<file path="src/rtl/vga_pkg.sv">
// Display timing constants and shared types for the VGA pixel path.
// Latency: n/a (package).
// Backpressure: n/a (package).
package vga_pkg;

    // 640x480@60 timing: active, front porch, sync, back porch, total
    localparam int HA = 640;
    localparam int HF = 16;
    localparam int HS = 96;
    localparam int HB = 48;
    localparam int HT = 800;
    localparam int VA = 480;
    localparam int VF = 10;
    localparam int VS = 2;
    localparam int VB = 33;
    localparam int VT = 525;

    // Stored picture geometry and pixel format {R,G,B}
    localparam int PIC_H_DEF = 280;
    localparam int PIC_V_DEF = 210;
    localparam int PIX_W     = 24;

    typedef enum logic [1:0] {
        ST_IDLE = 2'd0,
        ST_FILL = 2'd1,
        ST_RUN  = 2'd2
    } pf_state_t;

endpackage

</file>
<file path="src/rtl/vga_sync_fifo.sv">
// Show-ahead synchronous FIFO with flush; head_dat is the oldest entry, 0 when empty.
// Latency: a push is visible at the head the clock after it is written.
// Backpressure: none internally; callers must not push when full unless popping the same clock.
//
// Ports: clk, rst_n (async, active-low), flush (sync clear), push/push_dat, pop,
//        head_dat, count (entries held), empty, full.
module vga_sync_fifo #(
    parameter  int DEPTH = 4,
    parameter  int WIDTH = 24,
    localparam int PTR_W = $clog2(DEPTH),
    localparam int CNT_W = PTR_W + 1
) (
    input  logic             clk,
    input  logic             rst_n,
    input  logic             flush,
    input  logic             push,
    input  logic [WIDTH-1:0] push_dat,
    input  logic             pop,
    output logic [WIDTH-1:0] head_dat,
    output logic [CNT_W-1:0] count,
    output logic             empty,
    output logic             full
);

    logic [WIDTH-1:0] store [DEPTH];
    logic [PTR_W-1:0] wr_ptr;
    logic [PTR_W-1:0] rd_ptr;
    logic             do_push;
    logic             do_pop;

    assign empty    = (count == '0);
    assign full     = (count == CNT_W'(DEPTH));
    assign do_pop   = pop && !empty;
    // A pop frees the slot this clock, so push-on-full with pop is safe.
    assign do_push  = push && (!full || do_pop);
    assign head_dat = empty ? '0 : store[rd_ptr];

    always_ff @(posedge clk or negedge rst_n) begin
        if (!rst_n) begin
            wr_ptr <= '0;
            rd_ptr <= '0;
            count  <= '0;
        end else if (flush) begin
            wr_ptr <= '0;
            rd_ptr <= '0;
            count  <= '0;
        end else begin
            if (do_push) wr_ptr <= wr_ptr + PTR_W'(1);
            if (do_pop)  rd_ptr <= rd_ptr + PTR_W'(1);
            count <= count + CNT_W'(do_push) - CNT_W'(do_pop);
        end
    end

    // Storage needs no reset: contents are only visible while count is non-zero.
    always_ff @(posedge clk) begin
        if (do_push && !flush) store[wr_ptr] <= push_dat;
    end

    // Upstream credit accounting must make a lost push impossible.
    always @(posedge clk) begin
        if (rst_n && !flush) assert (!(push && full && !pop));
    end

endmodule

</file>
<file path="src/rtl/vga_pixel_prefetch.sv">
// Prefetches picture pixels from synchronous image memory into a show-ahead FIFO for the VGA stage.
// Latency: first read the clock after frame_start; FIFO full FIFO_DEPTH+MEM_LAT+1 clocks after it.
// Backpressure: reads issued only while fifo_count+inflight < FIFO_DEPTH; pop on empty flags underflow.
//
// Ports: clk25 pixel clock, KEY0 async active-low reset, frame_start restart pulse,
//        pix_req/pix_data/pix_valid/underflow to the VGA stage,
//        mem_addr/mem_rd/mem_q to the image memory.
module vga_pixel_prefetch
    import vga_pkg::*;
#(
    parameter int PIC_H      = PIC_H_DEF,
    parameter int PIC_V      = PIC_V_DEF,
    parameter int ADDR_W     = 16,
    parameter int DATA_W     = PIX_W,
    parameter int FIFO_DEPTH = 4,
    parameter int MEM_LAT    = 1
) (
    input  logic              clk25,
    input  logic              KEY0,
    input  logic              frame_start,
    input  logic              pix_req,
    output logic [DATA_W-1:0] pix_data,
    output logic              pix_valid,
    output logic              underflow,
    output logic [ADDR_W-1:0] mem_addr,
    output logic              mem_rd,
    input  logic [DATA_W-1:0] mem_q
);

    localparam int                CNT_W     = $clog2(FIFO_DEPTH) + 1;
    localparam logic [ADDR_W-1:0] LAST_ADDR = ADDR_W'(PIC_H * PIC_V - 1);

    pf_state_t         state;
    logic [ADDR_W-1:0] addr;
    logic              addr_done;
    logic [CNT_W-1:0]  inflight;
    logic [MEM_LAT-1:0] vld_sr;
    logic [CNT_W-1:0]  fifo_count;
    logic              fifo_empty;
    logic              fifo_full;
    logic [CNT_W:0]    credit_used;
    logic              issue;
    logic              push;
    logic              pop;
    logic [ADDR_W-1:0] issue_addr;

    always_comb begin
        credit_used = {1'b0, fifo_count} + {1'b0, inflight};
        // frame_start restarts at address 0 with an empty FIFO, so it always has credit.
        issue_addr  = frame_start ? '0 : addr;
        issue       = frame_start ||
                      ((state != ST_IDLE) && !addr_done &&
                       (credit_used < (CNT_W+1)'(FIFO_DEPTH)));
        push        = vld_sr[MEM_LAT-1] && !frame_start;
        pop         = pix_req && !fifo_empty && !frame_start;
    end

    always_ff @(posedge clk25 or negedge KEY0) begin
        if (!KEY0) begin
            state     <= ST_IDLE;
            addr      <= '0;
            addr_done <= 1'b0;
            inflight  <= '0;
            vld_sr    <= '0;
            mem_rd    <= 1'b0;
            mem_addr  <= '0;
            underflow <= 1'b0;
        end else begin
            mem_rd <= issue;
            if (issue) begin
                mem_addr <= issue_addr;
                // Hold on the last address; no wrap until the next frame_start.
                if (issue_addr == LAST_ADDR) begin
                    addr      <= issue_addr;
                    addr_done <= 1'b1;
                end else begin
                    addr      <= issue_addr + ADDR_W'(1);
                    addr_done <= 1'b0;
                end
            end

            // Clearing the tracker on frame_start discards data of reads already in flight.
            vld_sr[0] <= mem_rd && !frame_start;
            for (int i = 1; i < MEM_LAT; i++) begin
                vld_sr[i] <= vld_sr[i-1] && !frame_start;
            end

            if (frame_start) begin
                state     <= ST_FILL;
                inflight  <= CNT_W'(1);
                underflow <= 1'b0;
            end else begin
                inflight <= inflight + CNT_W'(issue) - CNT_W'(push);
                if (pix_req && fifo_empty) underflow <= 1'b1;
                case (state)
                    ST_FILL: if (fifo_full || addr_done) state <= ST_RUN;
                    default: ;
                endcase
            end
        end
    end

    vga_sync_fifo #(
        .DEPTH (FIFO_DEPTH),
        .WIDTH (DATA_W)
    ) u_fifo (
        .clk      (clk25),
        .rst_n    (KEY0),
        .flush    (frame_start),
        .push     (push),
        .push_dat (mem_q),
        .pop      (pop),
        .head_dat (pix_data),
        .count    (fifo_count),
        .empty    (fifo_empty),
        .full     (fifo_full)
    );

    assign pix_valid = !fifo_empty;

endmodule

</file>
<file path="config.mk">
export PLATFORM = sky130hd
export DESIGN_NAME = vga_pixel_prefetch
export DESIGN_NICKNAME = d
export VERILOG_FILES = /design/src/rtl/vga_pkg.sv /design/src/rtl/vga_sync_fifo.sv /design/src/rtl/vga_pixel_prefetch.sv
export SDC_FILE = /design/constraint.sdc
export NUM_CORES = 1
export LEC_CHECK = 0
export CORE_MARGIN = 2
export CORE_UTILIZATION = 45
export DETAILED_ROUTE_END_ITERATION = 12
export PLACE_DENSITY = 0.66
export REMOVE_ABC_BUFFERS = 1
export SLEW_MARGIN = 20
export SYNTH_ARGS = -nofsm -noshare
export SYNTH_HDL_FRONTEND = slang
export SYNTH_SLANG_ARGS = --single-unit
</file>
<file path="constraint.sdc">
create_clock -name clk25 -period 3.3 [get_ports clk25]
set_input_delay 0.66 -clock clk25 [delete_from_list [all_inputs] [get_ports clk25]]
set_output_delay 0.66 -clock clk25 [all_outputs]
set_load 0.05 [all_outputs]
</file>
# [Yosys cells after proc, flatten, opt, wreduce, memory -nomap -nowiden]
# Memory sizes are Yosys's and may differ from the RTL's.
# Cells that the tools add are included.
[op_classes] n_addsub=8 mul=0 div=0 order_cmp=1 n_eq_ne=3 n_shift=0 mux=17 bitwise_logic=0 n_reduce_logical=25
[op_table] cell="$mux W16" n=2
[op_table] cell="$mux W24" n=1
[op_table] cell="$add A16 B1 Y16 const B" n=1
[op_table] cell="$eq A16 B16 Y1 const B" n=1
[op_table] cell="$mux W2" n=7
[op_table] cell="$reduce_bool A2 Y1" n=6
[op_table] cell="$logic_and A1 B1 Y1" n=10
[op_table] cell="$add A3 B1 Y3" n=2
[op_table] cell="$mux W3" n=2
[op_table] cell="$sub A3 B1 Y3" n=2
[op_table] cell="$mux W1" n=5
[op_table] cell="$add A2 B1 Y2 const B" n=2
[op_table] cell="$add A3 B3 Y4" n=1
[op_table] cell="$logic_not A1 Y1" n=4
[op_table] cell="$lt A4 B3 Y1 const B" n=1
[op_table] cell="$eq A3 B3 Y1 const B" n=1
[op_table] cell="$logic_not A3 Y1" n=1
[op_table] cell="$logic_or A1 B1 Y1" n=3
[op_table] cell="$eq A2 B1 Y1 const B" n=1
[op_table] cell="$reduce_and A2 Y1" n=1
[word_totals] ff_bits=48 latch_bits=0 mem_bits_rw=96 romBits=0 in_bits=28 output_inout_bits=43 wordCells=66 memories=1
[memory_table] memory="u_fifo.store" depth=4 word_bits=24 rd=1 rd_clocked_by_memory_dff=0 wr=1 line="vga_sync_fifo.sv:25" rtl="logic [WIDTH-1:0] store [DEPTH];"

# [Logic depth before layout (Yosys ltp)]
# Gate-level depths: netlist of run 1.
[logic_depth] word_depth=10 depth_mapped=11 ltp_nobuf=11

# [Hierarchy]
# From an unflattened synthesis of run 1, not the netlist that was laid out.
[hier_totals] cells_unflattened=406 hier_area_um2=6089.6
[by_module_without_submodules] module="vga_sync_fifo" instances=1 cells_per_inst=199 area_each_um2=4090.2 seq_area_each_um2=3057.9
[by_module_without_submodules] module="vga_pixel_prefetch" instances=1 cells_per_inst=207 area_each_um2=1999.4 seq_area_each_um2=1026.0

# [Worst setup path before layout of run 1]
# OpenSTA, ideal clock, no wires.
[synth_timing] kind="in2reg" startpoint="in frame_start" endpoint="reg u_fifo.count[2]" setup_ns=0.132 t_arrival_ns=2.617 required_time_ns=3.168 path_slack_ns=0.551 cell_stages=11 n_path_buf=3 path_cell_list="clkbuf_1 > clkbuf_1 > buf_1 > nor2_1 > ha_1 > inv_1 > ha_1 > inv_1 > fa_1 > xnor2_1 > nor2_1"
[synth_between] elab_chain_len=8 word_cells_on_any_way=9 cone_classes="add/sub: 2; mux: 1; reduce/logical: 6"
[synth_rtl] item="start, declared" line="vga_pixel_prefetch.sv:20" rtl="input logic frame_start,"
[synth_rtl] item="$logic_not A1 Y1" line="vga_pixel_prefetch.sv:54, vga_pixel_prefetch.sv:55"
[synth_rtl] item="$logic_and A1 B1 Y1" line="vga_pixel_prefetch.sv:55" rtl="pop = pix_req && !fifo_empty && !frame_start;"
[synth_rtl] item="$logic_and A1 B1 Y1" line="vga_sync_fifo.sv:33" rtl="assign do_pop = pop && !empty;"
[synth_rtl] item="$logic_or A1 B1 Y1" line="vga_sync_fifo.sv:35" rtl="assign do_push = push && (!full || do_pop);"
[synth_rtl] item="$logic_and A1 B1 Y1" line="vga_sync_fifo.sv:35"
[synth_rtl] item="$add A3 B1 Y3" line="vga_sync_fifo.sv:50" rtl="count <= count + CNT_W'(do_push) - CNT_W'(do_pop);"
[synth_rtl] item="$sub A3 B1 Y3" line="vga_sync_fifo.sv:50"
[synth_rtl] item="$mux W3 *" line="vga_sync_fifo.sv:43" rtl="end else if (flush) begin"
[synth_rtl] item="end signal, assigned" line="vga_sync_fifo.sv:50"
[synth_rtl] item="end, declared" line="vga_sync_fifo.sv:20" rtl="output logic [CNT_W-1:0] count,"
# Mark *: on every way between the ends. The rest lies on a longest branch, timed or not.
# A chain may end at the register's enable or synchronous reset.

# [Worst setup path after layout of run 1]
[layout_timing] startpoint="reg u_fifo.rd_ptr[0]" endpoint="out pix_data[2]"
[layout_between] elab_chain_len=2
[layout_rtl] item="start, declared" line="vga_sync_fifo.sv:27" rtl="logic [PTR_W-1:0] rd_ptr;"
[layout_rtl] item="start signal, assigned" line="vga_sync_fifo.sv:49" rtl="if (do_pop) rd_ptr <= rd_ptr + PTR_W'(1);"
[layout_rtl] item="$mem_v2 Z4 W24"
[layout_rtl] item="$mux W24" line="vga_sync_fifo.sv:36" rtl="assign head_dat = empty ? '0 : store[rd_ptr];"
[layout_rtl] item="end, declared" line="vga_pixel_prefetch.sv:22" rtl="output logic [DATA_W-1:0] pix_data,"
# Every way passes these cells.

==> impl_summary.md, run 1 <==
Placement
The placed wire-length estimate is between 7000 and 8000 µm. Summing all placed instances gives a cell area of around 0.007 mm². The final weighted congestion in routability-driven placement is approximately 0.88. At the placement stage, the worst setup path has a slack of just under 400 ps.

The count of input and output buffers is 70.

Yosys
Synthesis inferred between 100 and 150 register bits. The gate count of the mapped netlist is 400. The biggest area contributor in the post-synthesis netlist is edfxtp_1. By area the synthesized netlist is led by edfxtp_1 48%, dfrtp_1 20%, mux4_2 9.0%.

Summed over its instances, the top area cell type makes up between 40% and 50% of the synthesized netlist area. By count the netlist is led by 96 x edfxtp_1, 48 x dfrtp_1, 43 x nand2_1. The fraction of registers with async set/reset is 33.33%. In this run, synthesis inferred 96 flip-flops with an integrated enable. The number of distinct library cells after synthesis is 40. The most used flip-flop cell after synthesis is edfxtp_1. Sequential elements use between 60 and 70% of the synthesized area. The most common cell in the synthesized netlist is edfxtp_1. The synthesized area is 0.006031 mm². The number of warnings reported in the yosys synthesis log is 0.

The average cell area after synthesis is 15.08 µm².

Power and ir drop
The worst-case vdd ir drop is approximately 0.38 mV. The leakage dissipation is around 2.8 nW. The power density over cell area is 831.1 mW/mm².

Critical path
In this run the worst path has a maximum fanout of 24. Data on the critical path is required at its endpoint by about 2600 ps. Together, buffers and inverters on the worst path number 2. The master of the slowest instance on the critical path is clkdlybuf4s50_1.

Broken down by cell family, the worst path's largest delay share belongs to buffers and inverters. The worst setup path is captured at a primary output. The register-to-register setup slack is 600 ps. The cell depth of the worst flop-to-flop path is 13.

The largest stage delay on the critical path is ~690 ps. The terminus of the critical flop-to-flop path is u_fifo.count[2]. The critical path arrival is around 2500 ps. The critical register-to-register path startpoint is u_fifo.count[2]. STA classifies the critical path startpoint as a flop. The critical path is of the flop to primary output type. Walking the worst path, the cells encountered are buf_12 > mux4_2 > and2_1 > clkdlybuf4s50_1.

Clock tree
The longest clock path from root to sink contains 2 buffers. Clock tree synthesis found a total of between 100 and 150 sinks. After clock tree synthesis, the clock-pin slew on the worst setup and hold paths is about 60 ps. The CTS tree is built. CTS placed an instance of clkbuf_16 at the clock tree root. For the worst-skew pair, the clock arrives at the later sink with an insertion delay of between 400 and 500 ps.

The H-tree was split into 4 levels. TritonCTS created 17 clock buffers. The number of hold-repair buffers added at the cts stage is 0.

GRT
The via count of the first global-routing pass is ~3600. Global routing finished with a remaining overflow of 0. The number of antenna violations at the first check in global routing came to 0.

The maximum number of pins on one net before global-route repair is 28. The first-pass GRT wire length is 18290 µm. For this run, the total global-route usage over all layers was measured as around 17%.

Min path
The type of the tightest min-delay check is input pin to asynchronous set/reset pin.

Layout
After routing the design area is 0.007585 mm². The antenna diode count is 0. The filler cell count is ~1000. The proportion of layout cells with a drive suffix above 1 is between 10% and 20%.

The core utilization of the finished layout is a little under three fifths. The final net count is 530. The layout overhead on the synthesized area is 25.77%.

Timing
For the pin with the worst max-slew slack, the measured transition is 598.3 ps. Setup repair after global routing left no endpoint under its margin. Once routing completed, OpenROAD measured the worst setup slack at 167.7 ps.

The final max-slew violation count is 0. Setup violations remaining at the end of the flow were counted as 0. The time the final worst path needs with I/O delays and setup is 3132 ps. After routing, the total negative slack on setup checks comes to 0 ps. After layout, the worst path uses between 90% and 100% of the clock period. In this run the tightest slew margin relative to its limit is between 60% and 70%.

Hold timing on the final database bottoms out at a slack of 220.1 ps. For this run, the top clock speed supported by timing is between 300 and 400 MHz. Across the routed clock network, the largest skew measured is between 6 and 7 ps.

The count of endpoints failing hold in the final timing report is 0.

Run
The tool flagged a number of max-cap violations equal to 0.

Route
The post-detailed-route via-to-cell ratio is between 5 and 6. The routed design has about 11000 µm of wire. The count of vias placed by the detailed router is approximately 3500.

The remaining antenna violation count after routing is 0. The first routing iteration left 193 violations. The first detailed-routing pass ran for 4 iterations. After detailed routing, the average wire length per cell comes to about 17 µm.

After detailed routing, the number of remaining DRC violations is 0.

Die
The die boundary height is roughly 120 µm. The initial core utilization is between 40 and 50%. The I/O pin count is 71. The total area inside the core boundary comes to around 0.013 mm². From left edge to right edge, the die measures around 120 µm.

The initialized floorplan defines 42 standard-cell rows. The floorplan step defined a die boundary enclosing 0.01434 mm².

Outcome
The flow ran to the end, and the final reports show no timing, DRC or antenna violations.
[per-layer routing]
metal	vias to the layer above	wire, µm	part of all wire, %	global-route usage (%)
met3	10	431	3.8	5.133
met1	1755	5114	45	21.22
met4	0	107	0.95	5.809
met2	80	5631	50	27.82
li1	1643	-	-	-
met5	-	0	0	0
[cell type report]
type	count	area, µm²	share of cell area, %
Clock buffer	18	429.2	5.658
Clock inverter	14	116.4	1.534
Inverter	10	41.29	0.5444
Multi-Input combinational cell	226	1832	24.15
Sequential cell	144	4085	53.86
Tap cell	176	220.2	2.903
Timing Repair Buffer	89	853.3	11.25
Timing Repair inverter	1	7.507	0.09898
[worst max-delay path by stage]
stage,start,endpoint,slack (ps),cells after the start
after global placement,u_fifo.count[1],pix_data[12],440,4
after CTS,u_fifo.count[1],pix_data[2],-100,4
after detailed placement,u_fifo.count[1],pix_data[2],380,4
after floorplan,u_fifo.rd_ptr[0],pix_data[0],550,2
after global routing,u_fifo.rd_ptr[0],pix_data[2],70,4
final,u_fifo.rd_ptr[0],pix_data[2],170,4
[flip-flops by register name (all words and copies together) (netlist names)]
name	flops
mem_addr	16
mem_rd	1
addr	16
u_fifo.wr_ptr	2
addr_done	1
u_fifo.store	96
u_fifo.rd_ptr	2
u_fifo.count	3
vld_sr	1
inflight	3
underflow	1
state	2
[report_power, final]
group	total (mW)	internal, mW	switching, mW
Sequential	2.22	2.12	0.103
Clock	1.73	1.03	0.704
Combinational	2.35	0.891	1.46
[timing repair]
action	CTS	global route
gates resized for setup	0	4
setup endpoints to repair	20	21
setup buffers	0	3
cloned	0	1
[kinds of logic (layout without fill, tap and decap cells)]
kind of cell / Yosys count / after routing / share of synthesized area (%)
AOI/OAI and AO/OA: 34 / 34 / 3.154
xor gates and xnor gates: 16 / 16 / 2.324
adders and majority gates: 13 / 13 / 2.946
buffers and inverters: 30 / 132 / 2.095
DFF: 144 / 144 / 67.72
muxes: 26 / 26 / 9.336
and+or+nand+nor: 137 / 137 / 12.43
[cell usage in the layout, fill, tap and decap left out, drive strengths merged, types with 9 or more instances in the layout]
master	synthesis	routed
mux4	24	24
and2	28	28
dfrtp	48	48
a21oi	23	23
xor2	9	9
and3	11	11
nor2b	13	13
edfxtp	96	96
nor2	16	16
nand2	43	43
inv	10	12
ha	11	11
clkdlybuf4s50	0	65
buf	9	24
clkbuf	11	18
[stage by stage]
step           total power, mW  instances
2_1_floorplan            3.779        380
3_3_place_gp             4.508        642
3_5_place_dp             4.538        642
4_1_cts                  6.294        674
5_1_grt                  6.633        678
6_report                 6.304        678
No activity file was read; power rests on OpenSTA's default activity.
==> run 2: changes to the inputs <==
--- a/config.mk
+++ b/config.mk
@@ -10,6 +10,7 @@
 export DETAILED_ROUTE_END_ITERATION = 12
 export PLACE_DENSITY = 0.66
 export REMOVE_ABC_BUFFERS = 1
+export SKIP_CTS_REPAIR_TIMING = 1
 export SLEW_MARGIN = 20
 export SYNTH_ARGS = -nofsm -noshare
 export SYNTH_HDL_FRONTEND = slang
==> impl_summary.md, run 2 (synthesis gave the netlist of run 1 again) <==
Outcome
The flow ran to the end, and the final reports show no timing, DRC or antenna violations.

Layout
The flip-flop count of the largest register, all copies and words added is 96. The finished cells cover approximately 0.0076 mm². The library cells used most frequently in the layout, excluding fill and tap cells, are 96 x edfxtp_1, 65 x clkdlybuf4s50_1, 47 x dfrtp_1, 43 x nand2_1, 28 x and2_1. The antenna diode count is 0. The final net count is 530. After the flow finishes, the layout carries non-filler instances totaling 678. The largest registers in the layout are u_fifo.store x96, addr x16, mem_addr x16. The core utilization of the finished layout is 57.50%. More flip-flops sit in one register than any other, and that register is u_fifo.store.

The library cell used most frequently in the layout, excluding fill and tap cells, is edfxtp_1. The proportion of layout cells with a drive suffix above 1 is around 18%. Compared with the post-synthesis result, the final layout area differs by 25.77%.

Critical path
Traced cell by cell, the critical path runs through buf_12 > mux4_2 > and2_1 > clkdlybuf4s50_1. The worst register-to-register path has a depth of 13. The critical path in this run is classified as flop to primary output. Of all nets on the critical path, the largest fanout is 24. Data on the critical path arrives at its endpoint at approximately 2500 ps. The setup check on the worst reg-to-reg path leaves a slack of ~600 ps.

On the critical path, the stage with the largest delay is an instance of clkdlybuf4s50_1. The largest stage delay on the critical path is 690 ps. The data required time at the worst endpoint is about 2600 ps.

The critical register-to-register path startpoint is u_fifo.count[2]. The startpoint type of the worst setup path is a flop. STA classifies the critical path endpoint as a primary output. The endpoint identified for the worst register-to-register timing path is u_fifo.count[2].

Timing
The final max-slew violation count is 0. The worst path in the final design needs a cycle of 3131 ps, including I/O delays and setup. Once routing completed, OpenROAD measured the worst setup slack at approximately 170 ps.

The worst clock skew on the final layout is roughly 6.5 ps. The slew of the pin with the lowest slew margin is a little under 600 ps. The fmax is approximately 320 MHz. Setup repair after global routing left no endpoint under its margin. The worst max-slew margin expressed relative to the limit is roughly three fifths.

Setup violations remaining at the end of the flow were counted as 0. In the final timing run, aggregate negative setup slack is 0 ps. The post-route fraction of the period consumed by the critical path is 94.88%. The count of endpoints failing hold in the final timing report is 0. Across all hold checks on the routed design, the worst slack comes to roughly 220 ps.

GRT
The maximum number of pins on one net before global-route repair is 28. The number of antenna violations at the first check in global routing is 0. The first-pass GRT wire length is approximately 18000 µm. The overall overflow remaining after global route is 0.

The via count of the first global-routing pass was ~3600. Across every metal layer, demand over resource in global routing totals around 17%.

Clock tree
The number of clock sinks seen by CTS is around 140. Clock-pin slew was measured on the worst setup and hold paths at around 60 ps. The number of buffers between clock root and the deepest sink is 2. TritonCTS built the clock tree. The H-tree generated during clock tree synthesis spans 4 levels.

The cell at the root of the clock tree is clkbuf_16. The clock insertion delay at the later pin of the skew report is 410 ps. Buffers inserted during clock tree synthesis total 17.

Die
The I/O pin count is 71. The initialized floorplan defines 42 standard-cell rows. The chip width is about 120 µm.

The initial core utilization is roughly 46%. The core area is approximately 0.013 mm². The die is between 100 and 150 µm tall. The total die area is 0.01434 mm².

Run
The tool flagged a number of max-cap violations equal to 0.

Placement
The post-detailed-placement cell area is 0.006994 mm². The setup slack after placement is 384.1 ps. The count of input and output buffers is 70.

The final weighted congestion in routability-driven placement is just under 0.9. The placed wire-length estimate is between 7000 and 8000 µm. The number of cells in the design after placement is about 640.

Route
Dividing the detail-routed via count by the number of cells gives between 5 and 6. In this run, the number of DRC markers left after iteration 0 of detailed routing was between 150 and 200. After detailed routing, the number of remaining DRC violations is 0.

The routed length per instance is 16.58 µm. After detailed routing, the total wire length is 11240 µm. The count of nets left with antenna violations once routing finished came out at 0.

The first detailed-routing pass took 4 iterations. The final route contains ~3500 vias.

Min path
The path class of the tightest hold or removal check is input pin to asynchronous set/reset pin.

Power and ir drop
The leakage dissipation is about 2.8 nW. The power density over cell area is between 800 and 900 mW/mm². The worst-case vdd ir drop is between 0.3 and 0.4 mV. Total power for the finished layout comes to 6.301 mW.
==> run 2: cell counts in the layout (fill, tap and decap cells not counted) <==
Identical to the previous run, type by type.
==> run 2: worst max-delay path, delay by kind of cell, from the launching register on <==
family	cells	cell delay, ps
AND/OR/NAND/NOR	1	180
flip-flops	1	400
multiplexers	1	540
buffers and inverters	2	930
==> run 2: worst max path at each step <==
| stage | from | endpoint | cells past startpoint |
|---|---|---|---|
| after floorplan | u_fifo.rd_ptr[0] | pix_data[0] | 2 |
| after global placement | u_fifo.count[1] | pix_data[12] | 4 |
| after detailed placement | u_fifo.count[1] | pix_data[2] | 4 |
| after CTS | u_fifo.count[1] | pix_data[2] | 4 |
| after global routing | u_fifo.rd_ptr[0] | pix_data[2] | 4 |
| final | u_fifo.rd_ptr[0] | pix_data[2] | 4 |
==> run 2: power breakdown <==
part / switching (mW) / total (mW) / internal, mW / leakage, nW
sequential: 0.102 / 2.22 / 2.12 / 1.51
combinational: 1.46 / 2.35 / 0.891 / 1.03
clock: 0.703 / 1.73 / 1.03 / 0.256
total: 2.26 / 6.30 / 4.04 / 2.80
==> run 2: per-layer routing <==
layer	vias up	track usage [%]	routed length, µm
met5	-	0	0
met4	0	5.809	132
met3	12	5.133	435
met2	79	27.86	5599
met1	1741	21.19	5075
li1	1645	-	-
==> run 2: layout make-up <==
class,instances,area [µm²]
Fill cell,1027,5605
Sequential cell,144,4085
Multi-Input combinational cell,226,1832
Timing Repair Buffer,89,853.3
Clock buffer,18,429.2
Tap cell,176,220.2
Clock inverter,14,116.4
Inverter,10,41.29
Timing Repair inverter,1,7.507
